[config.mk]
export PLATFORM = sky130hd
export DESIGN_NAME = alert_beep_scheduler
export DESIGN_NICKNAME = d
export VERILOG_FILES = /design/src/rtl/alert_beep_scheduler.sv
export SDC_FILE = /design/constraint.sdc
export NUM_CORES = 1
export LEC_CHECK = 0
export CORE_UTILIZATION = 63
export DETAILED_ROUTE_END_ITERATION = 8
export DONT_BUFFER_PORTS = 1
export PLACE_DENSITY_LB_ADDON = 0.15
export SLEW_MARGIN = 30
export SYNTH_ARGS = -nofsm -noshare
export SYNTH_HDL_FRONTEND = slang
export SYNTH_SLANG_ARGS = --single-unit
[constraint.sdc]
create_clock -name clk -period 2.7 [get_ports clk]
set_input_delay 0.27 -clock clk [delete_from_list [all_inputs] [get_ports clk]]
set_output_delay 0.27 -clock clk [all_outputs]
set_load 0.02 [all_outputs]
[src/rtl/alert_beep_scheduler.sv]
// Alert beep scheduler: edge-latches four alert requests, serves them by fixed
// priority, and emits one trigger pulse per beep. Optional ALERT_MUTE_EN adds a mute input.
module alert_beep_scheduler #(
  parameter int unsigned BEEP_CYCLES = 100_000_000,
  parameter int unsigned GAP_CYCLES  = 25_000_000
) (
  input  logic       clk,
  input  logic       reset,
  input  logic [3:0] event_req,
`ifdef ALERT_MUTE_EN
  input  logic       mute,
`endif
  output logic       trigger,
  output logic       busy,
  output logic [1:0] active_id
);

  localparam logic [31:0] BEEP_LAST = 32'(BEEP_CYCLES - 1);
  localparam logic [31:0] GAP_LAST  = 32'(GAP_CYCLES - 1);

  typedef enum logic [1:0] {IDLE, FIRE, BEEP, GAP} state_t;

  state_t      state, state_nx;
  logic [31:0] count, count_nx;
  logic [1:0]  beeps_left, beeps_left_nx;
  logic [1:0]  active_id_nx, sel;
  logic [3:0]  pending, pending_nx, req_prev, clear_mask;
  logic        trigger_nx, muted;

`ifdef ALERT_MUTE_EN
  assign muted = mute;
`else
  assign muted = 1'b0;
`endif

  // Lowest set pending bit wins.
  always_comb begin
    sel = 2'd0;
    for (int i = 3; i >= 0; i--) begin
      if (pending[i]) sel = 2'(i);
    end
  end

  always_comb begin
    state_nx      = state;
    count_nx      = count;
    beeps_left_nx = beeps_left;
    active_id_nx  = active_id;
    trigger_nx    = 1'b0;
    clear_mask    = 4'b0000;
    case (state)
      IDLE: begin
        if ((pending != 4'b0000) && !muted) begin
          active_id_nx  = sel;
          beeps_left_nx = sel;
          clear_mask    = 4'b0001 << sel;
          trigger_nx    = 1'b1;
          state_nx      = FIRE;
        end
      end
      FIRE: begin
        count_nx = 32'd0;
        state_nx = BEEP;
      end
      BEEP: begin
        if (count == BEEP_LAST) begin
          count_nx = 32'd0;
          state_nx = GAP;
        end else begin
          count_nx = count + 32'd1;
        end
      end
      GAP: begin
        if (count == GAP_LAST) begin
          count_nx = 32'd0;
          if (beeps_left != 2'd0) begin
            beeps_left_nx = beeps_left - 2'd1;
            trigger_nx    = 1'b1;
            state_nx      = FIRE;
          end else begin
            state_nx = IDLE;
          end
        end else begin
          count_nx = count + 32'd1;
        end
      end
      default: state_nx = IDLE;
    endcase
    // A fresh edge on the bit being cleared re-queues it.
    pending_nx = (pending & ~clear_mask) | (event_req & ~req_prev);
  end

  always_ff @(posedge clk or negedge reset) begin
    if (!reset) begin
      state      <= IDLE;
      count      <= 32'd0;
      beeps_left <= 2'd0;
      active_id  <= 2'd0;
      pending    <= 4'b0000;
      req_prev   <= 4'b0000;
      trigger    <= 1'b0;
      busy       <= 1'b0;
    end else begin
      state      <= state_nx;
      count      <= count_nx;
      beeps_left <= beeps_left_nx;
      active_id  <= active_id_nx;
      pending    <= pending_nx;
      req_prev   <= event_req;
      trigger    <= trigger_nx;
      busy       <= (state != IDLE);
    end
  end

endmodule

==> out/summary.txt <==
Status: finished clean
Fillers: 293
First DRT Iteration DRCs: 224
Hold_buf cts: 6
DR WL met2: 2810 um
Routed Antenna Nets: 0
Initial antenna violation count: 0
Final Net Count: 324
Path type of the worst min-delay path: primary input to flop
Pwr dens: 427 nW/um^2
Max-Cap Viols: 0
Sw Pwr: 0.000257 W
Largest net degree at the start of global routing: 49
IO buf count: 0
Final Skew: 0.00842 ns
Data arrival at the endpoint of the critical path: 2.73 ns
Final hold slack: 0.0959 ns
Postcts setup bufs: 0
DR top layer: met4
Most frequent cells in the layout: 48 x dfrtp_1, 34 x nand2_1, 30 x nand3_1
Final Hold Vio Count: 0
CORE AREA: 4030 sq um
Crit-path cells: or3_1, or4_4, o41ai_4, a21o_2, or3_1, nand3_1
Clk Tree Root Cell: clkbuf_8
RSZ-0062 raised after global routing: false
DR pass1 iterations: 4
Layout area overhead: 11.7%
Syn_area_per_cell: 8.98 sq um
DRC viols: 0
Worst Setup Path Type: flop to flop
Post-synth cell types: 45
CP max FO: 26
Net Sw Frac: 0.204
Slew HR: 0.659
Post-layout util: 0.735
Vias after detailed routing: 2359
Total global-route track usage: 0.310
Later-pin clock latency in the skew report: 0.31 ns
Power share of the combinational group: 0.020
Chip height: 66.9 um
Clk buf depth: 2
GP Congestion: 0.866
WP data required: 2.89 ns
Die X: 66.9 um
CP Capture Type: flop
Peak VDD IR: 0.326 mV
Post-placement cell area: 2780 sq um
Final wirelength: 6190 um
Final setup TNS: 0 ns
Multi-input gate area: 1310 sq um
TritonCTS Buffers: 5
TritonCTS clock tree: done
Internal: 0.00101 W
# diodes: 0
Slowest cell delay on critical path: 0.51 ns
Post-route cell area: 2960 sq um
Slowest cell on the critical path: a21o_2
Tcrit/Tclk final: 0.940
EDFF count, synth: 0
Asr flop ratio synth: 1.00
Fmax: 394 MHz
Row count: 23
Global route overflow: 0
Syn. warnings: 0
FF+latch count, synth: 48
Min Tclk post-route: 2.54 ns
Number of global-route vias before repair: 2184
Drt wl/cell: 17.0 um
Half-perimeter wire length after placement: 4210 um
Post-Syn Area: 2650 sq um
Max-slew violations: 0
Io pins: 10
Clk slew on worst S/H paths: 0.08 ns
Leak: 1.25 nW
Synth area leaders: dfrtp_1 45%, nand3_1 5.7%, nand2_1 4.8%
Post-synthesis cell count: 295
Slew @ Worst Pin: 0.511 ns
Cell taking the most area after synthesis: dfrtp_1
CP dominant cell by count: or3_1
CP Launch Type: flop
Sequential cell area: 1200 sq um
Clk pwr share: 0.408
H-tree levels: 2
Clk sink count: 48
Layout cells sized above 1: 0.108
# setup viols final: 0
Post-synth top area share: 0.453
Post-synthesis sequential area ratio: 0.453
First-pass GRT wire length: 10200 um
Die Area: 4470 sq um
Syn nets: 306
Met3 WL: 332 um
PostCTS Resize Cnt: 0
Initial Util: 0.658
Register share of total power: 0.572
Primary FF master, synth: dfrtp_1
Most common cell after layout, fill and taps aside: dfrtp_1
Metal-1 WL: 2880 um
Vias per cell: 6.48
==> routing by layer <==
layer,up-vias,GRT usage
met2,78,0.463
met3,18,0.0651
li1,1127,-
met4,0,0.120
met1,1136,0.437
met5,-,0
==> area by class of cell <==
cell class,count,share of cell area
sequential,48,0.406
timing repair buffer,22,0.0668
clock buffer,6,0.0245
inverter,21,0.0266
multi-input combinational,215,0.443
tap,50,0.0211
clock inverter,2,0.0118
==> power groups by stage <==
stage	registers [W]	clock network (W)	logic (W)
global placement	0.000736	0	0.00000105
detailed placement	0.000736	0	0.00000127
CTS	0.000722	0.000523	0.0000262
global route	0.000723	0.000550	0.0000290
finish	0.000722	0.000515	0.0000255
floorplan	0.000736	0	0.000000951
==> worst paths after layout <==
path / startpoint / endpoint / slack, ns / cells past startpoint
max in group asynchronous: reset / count[13]$_DFFE_PN0N_ / 2.01 / 2
min in group asynchronous: reset / count[12]$_DFFE_PN0N_ / 0.47 / 2
setup / recovery: count[15]$_DFFE_PN0N_ / count[17]$_DFFE_PN0N_ / 0.16 / 6
hold / removal: event_req[3] / pending[3]$_DFF_PN0_ / 0.1 / 2
hold reg to reg: req_prev[1]$_DFF_PN0_ / pending[1]$_DFF_PN0_ / 0.43 / 1
setup reg to reg: count[15]$_DFFE_PN0N_ / count[17]$_DFFE_PN0N_ / 0.16 / 6
==> metrics by stage <==
stage / total power, W / cells / setup slack, ns
after CTS: 0.00127 / 364 / 0.183
after detailed placement: 0.000738 / 350 / 0.201
after global routing: 0.00130 / 364 / 0.0436
after global placement: 0.000737 / 350 / 0.263
final: 0.00126 / 364 / 0.163
after floorplan: 0.000737 / 295 / 0.336
==> cells in the mapped netlist (4+ instances only) <==
library cell	number
dfrtp_1	48
nand2_1	34
nand3_1	30
o21ai_0	24
inv_1	21
a21oi_1	16
nor2_1	15
nand4_1	13
or3_1	9
o311ai_0	8
clkbuf_1	7
nor3_1	6
and3_1	5
ha_1	5
or4_1	5
mux2i_1	4
nor4_1	4
==> flip-flops by register name, summed over array words and instances (netlist names) <==
register and flops:
count 32, pending 4, req_prev 4, active_id 2, beeps_left 2, state 2, busy 1, trigger 1
==> worst max-delay path: cells and delay by family, from the launching register on <==
kind	cells	cell delay, ns
compound gates	2	0.99
flops	1	0.37
simple gates	4	1.06
==> cell families after synthesis <==
logic type                 after synthesis  share of synthesized area
and+or+nand+nor                        135                      0.266
buffers and inverters                   32                     0.0515
muxes                                    6                     0.0250
DFF                                     48                      0.453
adders and majority gates                5                     0.0236
AOI/OAI and AO/OA                       69                      0.181
(Power assumes the default switching activity.)
